`src/rtl/axis_strip_pkg.sv`:
```
// Shared types and byte-lane helpers for the AXI-Stream header strip stage.
package axis_strip_pkg;

  localparam int BYTE_W    = 8;
  localparam int MAX_LANES = 128;

  typedef enum logic [1:0] {
    IDLE,
    FIRST,
    STREAM,
    FLUSH
  } state_t;

  // MSB-first mask with the top cnt of lanes lanes set; callers cast to their width.
  function automatic logic [MAX_LANES-1:0] keep_from_cnt(input int cnt, input int lanes);
    logic [MAX_LANES-1:0] m;
    m = '0;
    for (int i = 0; i < MAX_LANES; i++) begin
      if (i < lanes && i >= lanes - cnt) m[i] = 1'b1;
    end
    return m;
  endfunction

  function automatic int cnt_from_keep(input logic [MAX_LANES-1:0] keep);
    int c;
    c = 0;
    for (int i = 0; i < MAX_LANES; i++) begin
      if (keep[i]) c++;
    end
    return c;
  endfunction

endpackage

```
`src/rtl/axis_byte_realign.sv`:
```
// Joins the tail of a held beat with the head of a new beat for an S-byte strip.
module axis_byte_realign
  import axis_strip_pkg::*;
#(
  parameter int DATA_WD      = 32,
  parameter int DATA_BYTE_WD = DATA_WD / 8,
  parameter int CNT_W        = $clog2(DATA_BYTE_WD) + 1
) (
  input  logic [DATA_WD-1:0] residual,
  input  logic [DATA_WD-1:0] new_word,
  input  logic [CNT_W-1:0]   shift,
  output logic [DATA_WD-1:0] joined
);

  int lsh;
  int rsh;

  // A shift by the full word width yields zero, which covers S=0 and S=D.
  always_comb begin
    lsh    = BYTE_W * int'(shift);
    rsh    = BYTE_W * (DATA_BYTE_WD - int'(shift));
    joined = (residual << lsh) | (new_word >> rsh);
  end

endmodule

```
`src/rtl/axi_stream_strip_header.sv`:
```
// Removes S leading bytes of each AXI-Stream packet and re-packs the payload into full beats.
// Define AXIS_STRIP_HDR_CAPTURE_EN to expose the stripped header bytes on hdr_valid/hdr_data/hdr_keep.
module axi_stream_strip_header
  import axis_strip_pkg::*;
#(
  parameter int DATA_WD      = 32,
  parameter int DATA_BYTE_WD = DATA_WD / 8,
  parameter int BYTE_CNT_WD  = $clog2(DATA_BYTE_WD)
) (
  input  logic                    clk,
  input  logic                    rst,
  input  logic                    valid_in,
  input  logic [DATA_WD-1:0]      data_in,
  input  logic [DATA_BYTE_WD-1:0] keep_in,
  input  logic                    last_in,
  output logic                    ready_in,
  output logic                    valid_out,
  output logic [DATA_WD-1:0]      data_out,
  output logic [DATA_BYTE_WD-1:0] keep_out,
  output logic                    last_out,
  input  logic                    ready_out,
  input  logic                    valid_strip,
  input  logic [BYTE_CNT_WD:0]    strip_cnt,
  output logic                    ready_strip,
`ifdef AXIS_STRIP_HDR_CAPTURE_EN
  output logic                    hdr_valid,
  output logic [DATA_WD-1:0]      hdr_data,
  output logic [DATA_BYTE_WD-1:0] hdr_keep,
`endif
  output logic                    drop_pkt
);

  localparam int               CNT_W = BYTE_CNT_WD + 1;
  localparam logic [CNT_W-1:0] MAX_S = CNT_W'(DATA_BYTE_WD);

  function automatic logic [DATA_BYTE_WD-1:0] keep_of(input int cnt);
    return DATA_BYTE_WD'(keep_from_cnt(cnt, DATA_BYTE_WD));
  endfunction

  function automatic logic [DATA_WD-1:0] lane_mask(input logic [DATA_BYTE_WD-1:0] keep);
    logic [DATA_WD-1:0] m;
    for (int i = 0; i < DATA_BYTE_WD; i++) m[BYTE_W*i +: BYTE_W] = {BYTE_W{keep[i]}};
    return m;
  endfunction

  state_t                  state_q, state_d;
  logic [CNT_W-1:0]        s_q;
  logic [CNT_W-1:0]        n_q;
  logic [DATA_WD-1:0]      resid_q;

  logic                    out_free, accept, cmd_acc, pass_mode;
  logic                    emit, emit_last, drop_d, load_resid, load_n;
  logic [DATA_BYTE_WD-1:0] emit_keep;
  logic [DATA_WD-1:0]      ra_resid, ra_new, joined;
  int                      s_int, n_in, r_int;

  assign out_free    = !valid_out || ready_out;
  assign ready_in    = (state_q == FIRST || state_q == STREAM) && out_free;
  assign ready_strip = (state_q == IDLE);
  assign accept      = valid_in && ready_in;
  assign cmd_acc     = valid_strip && ready_strip;
  assign pass_mode   = (s_q == '0);

  assign s_int = int'(s_q);
  assign r_int = DATA_BYTE_WD - s_int;
  assign n_in  = cnt_from_keep(MAX_LANES'(keep_in));

  // One realigner serves every state: FIRST and FLUSH shift a single word, STREAM joins two.
  assign ra_resid = (state_q == FIRST || pass_mode) ? data_in : resid_q;
  assign ra_new   = (state_q == STREAM && !pass_mode) ? data_in : '0;

  axis_byte_realign #(
    .DATA_WD     (DATA_WD),
    .DATA_BYTE_WD(DATA_BYTE_WD),
    .CNT_W       (CNT_W)
  ) u_realign (
    .residual(ra_resid),
    .new_word(ra_new),
    .shift   (s_q),
    .joined  (joined)
  );

  always_comb begin
    // NOTE: every signal driven here is given a default first so no path can infer a latch.
    state_d    = state_q;
    emit       = 1'b0;
    emit_keep  = '1;
    emit_last  = 1'b0;
    drop_d     = 1'b0;
    load_resid = 1'b0;
    load_n     = 1'b0;
    case (state_q)
      IDLE: if (cmd_acc) state_d = FIRST;
      FIRST: if (accept) begin
        if (!last_in) begin
          state_d    = STREAM;
          load_resid = 1'b1;
          emit       = pass_mode;
        end else begin
          state_d = IDLE;
          if (n_in > s_int) begin
            emit      = 1'b1;
            emit_keep = keep_of(n_in - s_int);
            emit_last = 1'b1;
          end else begin
            drop_d = 1'b1;
          end
        end
      end
      STREAM: if (accept) begin
        emit = 1'b1;
        if (pass_mode) begin
          emit_keep = keep_in;
          emit_last = last_in;
          if (last_in) state_d = IDLE;
        end else if (!last_in) begin
          load_resid = 1'b1;
        end else if (r_int + n_in <= DATA_BYTE_WD) begin
          emit_keep = keep_of(r_int + n_in);
          emit_last = 1'b1;
          state_d   = IDLE;
        end else begin
          // Tail spills past one beat: send a full beat now, the rest from FLUSH.
          load_resid = 1'b1;
          load_n     = 1'b1;
          state_d    = FLUSH;
        end
      end
      FLUSH: if (out_free) begin
        emit      = 1'b1;
        emit_keep = keep_of(int'(n_q) - s_int);
        emit_last = 1'b1;
        state_d   = IDLE;
      end
      default: state_d = IDLE;
    endcase
  end

  always_ff @(posedge clk) begin
    // NOTE: sequential state uses non-blocking assignments so all registers update together.
    if (rst) begin
      state_q  <= IDLE;
      s_q      <= '0;
      n_q      <= '0;
      drop_pkt <= 1'b0;
    end else begin
      state_q  <= state_d;
      drop_pkt <= drop_d;
      if (cmd_acc) s_q <= (strip_cnt > MAX_S) ? MAX_S : strip_cnt;
      if (load_n)  n_q <= CNT_W'(n_in);
    end
  end

  // NOTE: the residual word is deliberately not reset; it is always written before it is read.
  always_ff @(posedge clk) begin
    if (load_resid) resid_q <= data_in;
  end

  always_ff @(posedge clk) begin
    if (rst) begin
      valid_out <= 1'b0;
      data_out  <= '0;
      keep_out  <= '0;
      last_out  <= 1'b0;
    end else if (out_free) begin
      valid_out <= emit;
      if (emit) begin
        data_out <= joined & lane_mask(emit_keep);
        keep_out <= emit_keep;
        last_out <= emit_last;
      end
    end
  end

`ifdef AXIS_STRIP_HDR_CAPTURE_EN
  always_ff @(posedge clk) begin
    if (rst) begin
      hdr_valid <= 1'b0;
      hdr_data  <= '0;
      hdr_keep  <= '0;
    end else begin
      hdr_valid <= accept && (state_q == FIRST) && !pass_mode;
      if (accept && state_q == FIRST && !pass_mode) begin
        hdr_data <= data_in & lane_mask(keep_of(s_int));
        hdr_keep <= keep_of(s_int);
      end
    end
  end
`endif

endmodule

```
`config.mk`:
```
export PLATFORM = sky130hd
export DESIGN_NAME = axi_stream_strip_header
export DESIGN_NICKNAME = d
export VERILOG_FILES = /design/src/rtl/axis_strip_pkg.sv /design/src/rtl/axis_byte_realign.sv /design/src/rtl/axi_stream_strip_header.sv
export SDC_FILE = /design/constraint.sdc
export NUM_CORES = 1
export LEC_CHECK = 0
export BUFFER_PORTS_ARGS = -buffer_cell sky130_fd_sc_hd__buf_2
export CAP_MARGIN = 20
export CORE_MARGIN = 3
export CORE_UTILIZATION = 40
export DETAILED_ROUTE_END_ITERATION = 12
export PLACE_DENSITY_LB_ADDON = 0.2
export SYNTH_ARGS = -nofsm -noshare
export SYNTH_HDL_FRONTEND = slang
export SYNTH_HIERARCHICAL = 1
export SYNTH_SLANG_ARGS = --single-unit
```
`constraint.sdc`:
```
create_clock -name clk -period 19.5 [get_ports clk]
set_clock_uncertainty 0.1 [all_clocks]
set_input_delay 2.925 -clock clk [delete_from_list [all_inputs] [get_ports clk]]
set_output_delay 2.925 -clock clk [all_outputs]
set_load 0.01 [all_outputs]
```
==> results of run 1 <==
==> metrics by stage <==
step / hold WS, ns / power [W] / setup WS, ns / instance area [um2] / std cells
2_1_floorplan: 0.354 / 0.000354 / 10.29 / 6950 / 748
3_3_place_gp: 0.365 / 0.000418 / 10.82 / 7500 / 1021
3_5_place_dp: 0.369 / 0.000419 / 10.79 / 7500 / 1021
4_1_cts: 0.380 / 0.000593 / 11.12 / 7810 / 1037
5_1_grt: 0.399 / 0.000624 / 10.58 / 7810 / 1037
6_report: 0.380 / 0.000593 / 11.05 / 7810 / 1037
==> tightest hold or removal path: stages, from the launching register on <==
cell and delay [ns]:
dfxtp_1 0.31, o21ai_0 0.06, a21oi_1 0.06
==> registers in the layout, indices dropped and copies added (netlist names) <==
| name | count |
|---|---|
| resid_q | 32 |
| state_q | 2 |
| last_out | 1 |
| drop_pkt | 1 |
| keep_out | 4 |
| n_q | 3 |
| s_q | 3 |
| data_out | 32 |
| valid_out | 1 |
==> worst max-delay path by stage <==
stage | start | end
finish | keep_in[0] | data_out[3]
global route | keep_in[0] | data_out[4]
CTS | keep_in[0] | data_out[3]
detailed placement | keep_in[0] | data_out[8]
global placement | keep_in[0] | data_out[8]
floorplan | keep_in[0] | resid_q[0]
==> power groups by stage <==
stage          combinational (W)  sequential (W)  clock [W]
4_1_cts                 0.000236        0.000181   0.000176
3_5_place_dp            0.000235        0.000184          0
5_1_grt                 0.000259        0.000181   0.000184
6_report                0.000240        0.000181   0.000173
2_1_floorplan           0.000169        0.000185          0
3_3_place_gp            0.000234        0.000184          0
==> placed cells by master, fill, tap and decap left out, types with 9 or more instances in the layout <==
cell type,n
buf_2,85
nand2_1,57
mux2_2,54
ha_1,48
dfxtp_1,47
inv_1,41
and2_1,36
edfxtp_1,32
nor2_1,28
a21oi_1,27
a22o_1,23
mux2i_1,22
o211ai_1,22
o21ai_0,18
nor3_1,18
o22ai_1,16
nand3_1,14
nor2b_1,10
nand4_1,10
o221ai_1,10
a22oi_1,10
clkbuf_16,10
o2bb2ai_1,9
==> cells by family after synthesis <==
group,synth area share
AND/OR/NAND/NOR,0.184
other,0.00108
buffers and inverters,0.0563
XOR/XNOR,0.0135
flip-flops,0.274
multiplexers,0.132
adder cells (fa/ha/maj),0.0982
AO/OA/AOI/OAI,0.240
==> layout make-up <==
cell class / count / area, um2
Fill cell: 1660 / 8950
Multi-Input combinational cell: 587 / 4680
Sequential cell: 79 / 1900
Timing Repair Buffer: 93 / 485
Tap cell: 220 / 275
Clock buffer: 10 / 250
Inverter: 42 / 160
Clock inverter: 6 / 60.1
==> metal layers <==
layer  vias to the layer above  global-route usage
met5                         -                   0
met4                         2               0.120
met3                        56              0.0325
met2                       265               0.368
met1                      3050               0.289
li1                       2979                   -
==> reports/qor.csv, run 1 <==
metric,value,unit
wl_per_cell,20.8,um
cts.clk_slew.worst_paths,0.07,ns
overflow,0,
syn_area_per_cell,9.33,um2
post_cts_buffers,0,
start_kind,input pin,
max_slew_margin,0.313,
ant_nets,0,
drive_above_1_share,0.248,
top_layer,met5,
path_cells,buf_2 -> inv_1 -> ha_1 -> xor2_1 -> ha_1 -> nand2_1 -> xor2_1 -> ha_1 -> a21oi_1 -> a21oi_1 -> inv_1 -> ha_1 -> and3_1 -> o21a_1 -> a21boi_0 -> nand4_1 -> a221o_1 -> nor4_4 -> nand4_4 -> o31ai_4 -> a22o_1,
yosysWarnings,6,
grt_pass1_vias,6196,
cts_tree,done,
core_area,0.0168,mm2
status,"finished, final reports clean",
cp-end-kind,flop,
finalCoreUtilization,0.466,
required,19.68,ns
cts-root-buf,clkbuf_16,
drt_iter0_drc,731,
ioPinCount,86,
path_buf_inv,3,
postCtsHoldBufs,0,
wl_met2,9970,um
initial_core_util,0.414,
clkPwrFrac,0.291,
min_period,8.45,ns
first_pass_iters,6,
cap_violations,0,
crit_cells,21,
final_nets,909,
io_buffers,85,
timing.final.crit_share,0.433,
power_frac_seq,0.305,
ys_ff_latch,79,
synth_edf_count,32,
grt_max_degree,40,
switchingPower,0.000230,W
numClockSinks,79,
worst_slew_pin_slew,1.03,ns
synthArstFlopShare,0,
power_frac_comb,0.404,
num_antenna_cells,0,
r2r-start,s_q[0],
p_leak,3.14,nW
max_freq,0.118,GHz
track_usage,0.226,
hold_path_depth,2,
synth_area_leaders,"edfxtp_1 14%, dfxtp_1 14%, mux2_2 8.8%",
yosysSeqAreaShare,0.274,
r2r_cells,17,
ys_top_cells_by_count,"57 x nand2_1, 54 x mux2_2, 48 x ha_1, 47 x dfxtp_1, 41 x inv_1",
wl_met1,9140,um
slowest_stage,a21boi_0,
rows,47,
die_height,138,um
powerDensity,76.0,mW/mm2
synth_flop_cell,dfxtp_1,
hold_viol_final,0,
dieArea,0.0189,mm2
hold_class,reg -> reg,
crit_family,compound AO/OA/AOI/OAI gates,
slew_viol_final,0,
grt_pass1_wl,33600,um
drc,0,
routed_via_density,6.13,
p_sw_frac,0.387,
cp.arrival,8.63,ns
worst-setup-path-type,in -> reg,
setup_violations,0,
cts_made_buffers,9,
route.met3.wl,1300,um
yosys.area.top_type_share,0.139,
fin_setup_tns,0,ns
crit_fanout,8,
cts.htree.levels,3,
rsz0062_at_grt,no,
hold_end,n_q[0],
peakVddDrop,0.0384,mV
reg2reg_slack,13.36,ns
syn_area,0.00693,mm2
synthCells,743,
vias,6352,
clk_latency,0.34,ns
syn_to_final_growth,12.7,%
cts_buffer_depth,2,
antenna_found_initial,1,
die_x,138,um
ctsResizeCount,0,
synthDistinctLibCells,90,
yosysTopAreaCell,edfxtp_1,
holdCritStartpoint,n_q[0],
dp.final_hpwl,16500,um
crit_top_cell,ha_1,
place.gp.congestion,0.896,
slowest_delay,0.56,ns
p_int,0.000363,W
totalWireLength,21500,um
yosysMostFrequentCell,nand2_1,
rr_endpoint,data_out[3],
Power figures use the tool's default switching activity.
==> run 2, diff against run 1 <==
==> constraint.sdc (replaced) <==
create_clock -name clk -period 8.35 [get_ports clk]
set_clock_uncertainty 0.1 [all_clocks]
set_input_delay 1.2525 -clock clk [delete_from_list [all_inputs] [get_ports clk]]
set_output_delay 1.2525 -clock clk [all_outputs]
set_load 0.01 [all_outputs]
==> run 2 against run 1 <==
Net effect: power up 130%; utilization about the same; final area about the same; hold slack worse by 0.0019 ns; non-clock buffer count unchanged; setup slack worse by 9.5 ns; sequential share of layout area about the same; routed wire length down 0.77%; die area unchanged; first-iteration DRC count down 7.4%; sequential cell count unchanged; count of clock-buffer cells in the layout unchanged; critical path type unchanged; critical endpoint is now data_out[9]; highest routed layer unchanged.
==> reports/qor.csv, run 2 (synthesis gave the netlist of run 1 again) <==
metric,value,unit
finalCoreUtilization,0.466,
totalWireLength,21400,um
worst_slew_pin_slew,1.06,ns
start_kind,input pin,
fin_setup_tns,0,ns
routed_via_density,6.12,
crit_top_cell,ha_1,
dieArea,0.0189,mm2
nFillCells,1667,
hold_class,reg -> reg,
cts.htree.levels,3,
vias,6350,
status,"finished, final reports clean",
wl_per_cell,20.6,um
grt_pass1_vias,6162,
drc,0,
rsz0062_at_grt,no,
reg2reg_slack,2.31,ns
ioPinCount,86,
syn_to_final_growth,12.6,%
post_cts_buffers,0,
fin_area,0.00781,mm2
setup_violations,0,
final_nets,909,
cts_tree,done,
num_antenna_cells,0,
stdcell_count,1037,
ant_nets,0,
io_buffers,85,
largestRegisters,"data_out x32, resid_q x32, keep_out x4",
first_pass_iters,6,
initial_core_util,0.414,
cts_made_buffers,9,
hold_viol_final,0,
slew_viol_final,0,
p_leak,3.14,nW
required,8.54,ns
slowest_stage,a21boi_0,
post_dp_cell_area,0.00750,mm2
core_area,0.0168,mm2
place_inst,1021,
p_total,0.00138,W
ctsResizeCount,0,
dp.final_hpwl,16300,um
cp-end-kind,flop,
cts_buffer_depth,2,
final_common_cell,buf_2,
overflow,0,
max_slew_margin,0.294,
grt_pass1_wl,33200,um
peakVddDrop,0.0970,mV
slowest_delay,0.54,ns
worst-setup-path-type,in -> reg,
path_cells,buf_2 -> inv_1 -> ha_1 -> xor2_1 -> ha_1 -> nand2_1 -> xor2_1 -> ha_1 -> a21oi_1 -> a21oi_1 -> inv_1 -> ha_1 -> and3_1 -> o21a_1 -> a21boi_0 -> nand4_1 -> a221o_1 -> nor4_4 -> nand4_4 -> o31ai_4 -> a22o_1,
track_usage,0.225,
crit_fanout,8,
timing.final.crit_share,0.810,
postCtsHoldBufs,0,
die_height,138,um
grt_max_degree,40,
die_x,138,um
min_period,6.77,ns
drt_iter0_drc,677,
cap_violations,0,
powerDensity,177,mW/mm2
max_freq,0.148,GHz
place.gp.congestion,0.897,
cts.clk_slew.worst_paths,0.07,ns
rows,47,
drive_above_1_share,0.248,
cp.arrival,6.96,ns
numClockSinks,79,
cts-root-buf,clkbuf_16,
clk_latency,0.35,ns
layout_common_cells,"85 x buf_2, 57 x nand2_1, 54 x mux2_2",
antenna_found_initial,1,
==> run 2: changes by cell type in the layout (fill, tap and decap cells not counted), sizes merged <==
cell,delta
inv,+1
clkinv,-1
==> run 2: final timing paths <==
check / from / endpoint / depth (start not counted)
worst max register to register: s_q[1] / data_out[9] / 19
worst max-delay path: keep_in[0] / data_out[9] / 21
worst min-delay path: n_q[0] / n_q[0] / 2
worst min register to register: n_q[0] / n_q[0] / 2
==> run 2: final cells by class <==
| type | count | area, um2 | share of cell area |
|---|---|---|---|
| clock buffer | 10 | 250 | 0.0321 |
| timing repair buffer | 93 | 485 | 0.0622 |
| multi-input combinational | 587 | 4680 | 0.599 |
| tap | 220 | 275 | 0.0353 |
| clock inverter | 6 | 55.1 | 0.00705 |
| inverter | 42 | 160 | 0.0205 |
| sequential | 79 | 1900 | 0.244 |
==> run 2: stage by stage <==
step,worst slack [ns],hold slack (ns)
after global placement,1.34,0.365
final,1.58,0.378
after global routing,1.20,0.395
after detailed placement,1.28,0.368
after floorplan,0.812,0.354
after CTS,1.62,0.378
==> run 2: report_power, final <==
group | leakage [nW] | total (W) | internal (W) | switching (W)
Clock | 0.151 | 0.000402 | 0.000226 | 0.000176
Sequential | 0.670 | 0.000422 | 0.000417 | 0.00000498
Combinational | 2.32 | 0.000559 | 0.000205 | 0.000354
==> run 2: per-layer routing <==
| metal | vias up | track usage | wire length (um) |
|---|---|---|---|
| met5 | - | 0 | 13 |
| met4 | 2 | 0.117 | 984 |
| met3 | 53 | 0.0373 | 1120 |
| met2 | 258 | 0.372 | 10000 |
| met1 | 3057 | 0.280 | 9240 |
| li1 | 2980 | - | - |
==> run 2: critical path, delay by kind of cell <==
family | cells | cell delay, ns
adders and majority gates | 4 | 1.27
buffers and inverters | 3 | 0.30
xor gates and xnor gates | 2 | 0.62
AOI/OAI and AO/OA | 7 | 2.25
and+or+nand+nor | 5 | 1.25
==> run 3, diff against run 2 <==
==> constraint.sdc (replaced) <==
create_clock -name clk -period 5.6 [get_ports clk]
set_clock_uncertainty 0.1 [all_clocks]
set_input_delay 0.84 -clock clk [delete_from_list [all_inputs] [get_ports clk]]
set_output_delay 0.84 -clock clk [all_outputs]
set_load 0.01 [all_outputs]
==> run 3 against run 2 <==
Net effect: non-clock buffer count rose by 75; die area unchanged; power is 59% higher; final area is 9.3% higher; sequential power rose by 50%; final cell count grew 7.2%; sequential share of layout area shrank 2.1 points; utilization grew 4.3 points; via count grew 2.8%; hold slack improved by 0.0026 ns; critical path type unchanged; largest power group unchanged; highest routed layer is now met4.
==> reports/qor.csv, run 3 (synthesis gave the netlist of run 1 again) <==
metric,value,unit
status,"finished, final reports clean",
core_area,0.0168,mm2
dp.final_hpwl,17300,um
crit_family,simple AND/OR/NAND/NOR gates,
wl_per_cell,20.2,um
post_dp_cell_area,0.00816,mm2
dieArea,0.0189,mm2
totalWireLength,22500,um
p_int,0.00140,W
first_pass_iters,5,
path_buf_inv,4,
cts.clk_slew.worst_paths,0.06,ns
final_common_cell,buf_2,
power_frac_comb,0.437,
num_antenna_cells,0,
place_inst,1095,
crit_cells,22,
min_period,5.46,ns
initial_core_util,0.414,
p_leak,3.51,nW
grt_pass1_wl,34900,um
power_frac_seq,0.287,
powerDensity,258,mW/mm2
timing.final.crit_share,0.974,
overflow,0,
crit_top_cell,ha_1,
drt_iter0_drc,519,
path_cells,buf_2 -> buf_4 -> ha_1 -> inv_1 -> mux2i_2 -> ha_2 -> mux2_4 -> ha_4 -> a21oi_1 -> o21ai_1 -> nand2_1 -> ha_1 -> and4b_1 -> xor2_1 -> a2111oi_1 -> nor3_1 -> or4_4 -> nor4_4 -> nand4_4 -> o31ai_4 -> buf_12 -> a22o_1,
grt_pass1_vias,6555,
whs,0.380,ns
max_slew_margin,0.351,
hold_class,reg -> reg,
drc,0,
p_sw_frac,0.366,
setup_violations,0,
clkPwrFrac,0.276,
io_buffers,85,
grt_max_degree,35,
peakVddDrop,0.194,mV
start_kind,input pin,
cp-end-kind,flop,
rows,47,
nFillCells,1602,
die_height,138,um
cts_made_buffers,9,
worst_slew_pin_slew,0.971,ns
hold_path_depth,1,
cts-root-buf,clkbuf_16,
stdcell_count,1112,
r2r_cells,19,
required,5.79,ns
layout_common_cells,"85 x buf_2, 81 x buf_4, 57 x nand2_1",
largestRegisters,"data_out x32, resid_q x32, keep_out x4",
place.gp.congestion,0.903,
routed_via_density,5.87,
numClockSinks,79,
cap_violations,0,
ant_nets,0,
clk_latency,0.34,ns
slowest_stage,or4_4,
drive_above_1_share,0.334,
cp.arrival,5.64,ns
max_freq,0.183,GHz
switchingPower,0.000807,W
syn_to_final_growth,23.1,%
die_x,138,um
final_nets,984,
ioPinCount,86,
slew_viol_final,0,
cts.htree.levels,3,
antenna_found_initial,0,
vias,6528,
crit_fanout,8,
hold_viol_final,0,
cts_tree,done,
cts_buffer_depth,2,
worst-setup-path-type,in -> reg,
slowest_delay,0.56,ns
fin_area,0.00853,mm2
track_usage,0.236,
-- run 3: changes by cell type in the layout (fill, tap and decap cells not counted), moves of 3 or more --
cell / delta
ha_2: +3
ha_1: -7
buf_4: +73
inv_6: -3
ha_4: +4
-- run 3: final timing paths --
| check | start | endpoint | slack (ns) |
|---|---|---|---|
| setup / recovery | keep_in[0] | data_out[15] | 0.14 |
| hold / removal | data_out[25] | data_out[25] | 0.38 |
| setup reg to reg | s_q[0] | data_out[15] | 0.73 |
| hold reg to reg | data_out[25] | data_out[25] | 0.38 |
-- run 3: metal layers --
metal  global-route usage  routed length, um
met3               0.0387               1060
met4               0.0854                704
met5                    0                  0
met1                0.296               9690
met2                0.405              11000
-- run 3: final cells by class --
class	instances	area, um2	share of cell area
Multi-Input combinational cell	587	4810	0.564
Clock inverter	6	68.8	0.00806
Tap cell	220	275	0.0323
Sequential cell	79	1900	0.223
Inverter	42	160	0.0188
Clock buffer	10	239	0.0280
Timing Repair Buffer	168	1070	0.126
-- run 3: power by group through the flow --
| stage | logic, W | clock network, W | registers [W] |
|---|---|---|---|
| after CTS | 0.000941 | 0.000619 | 0.000632 |
| after global placement | 0.000925 | 0 | 0.000644 |
| final | 0.000961 | 0.000608 | 0.000633 |
| after global routing | 0.00104 | 0.000641 | 0.000634 |
| after floorplan | 0.000605 | 0 | 0.000644 |
| after detailed placement | 0.000937 | 0 | 0.000645 |
-- run 3: worst reg2reg max path, stage by stage (launching register included) --
cell and delay (ns):
dfxtp_1 0.51, inv_1 0.12, ha_1 0.20, ha_1 0.27, inv_1 0.06, ha_4 0.29, nand2_1 0.05, o21ai_1 0.23
nand2_1 0.10, ha_1 0.32, and4b_1 0.22, xor2_1 0.15, a2111oi_1 0.36, nor3_1 0.15, or4_4 0.56, nor4_4 0.32
nand4_4 0.22, o31ai_4 0.32, buf_12 0.16, a22o_1 0.12
-- run 3: timing repair --
action                     in CTS  in global routing
buffers inserted                0                  1
setup endpoints to repair       0                 35
hold buffers                    0                  0
resized for setup               0                 11
-- run 3: stage by stage --
stage | setup TNS [ns] | setup WS [ns] | total power [W] | util
global route | -1.02 | -0.0620 | 0.00231 | 0.509
detailed placement | -7.27 | -0.305 | 0.00158 | 0.487
floorplan | 0 | 0.0152 | 0.00125 | -
global placement | -2.92 | -0.149 | 0.00157 | 0.487
CTS | 0 | 0.0244 | 0.00219 | 0.505
finish | 0 | 0.144 | 0.00220 | 0.509
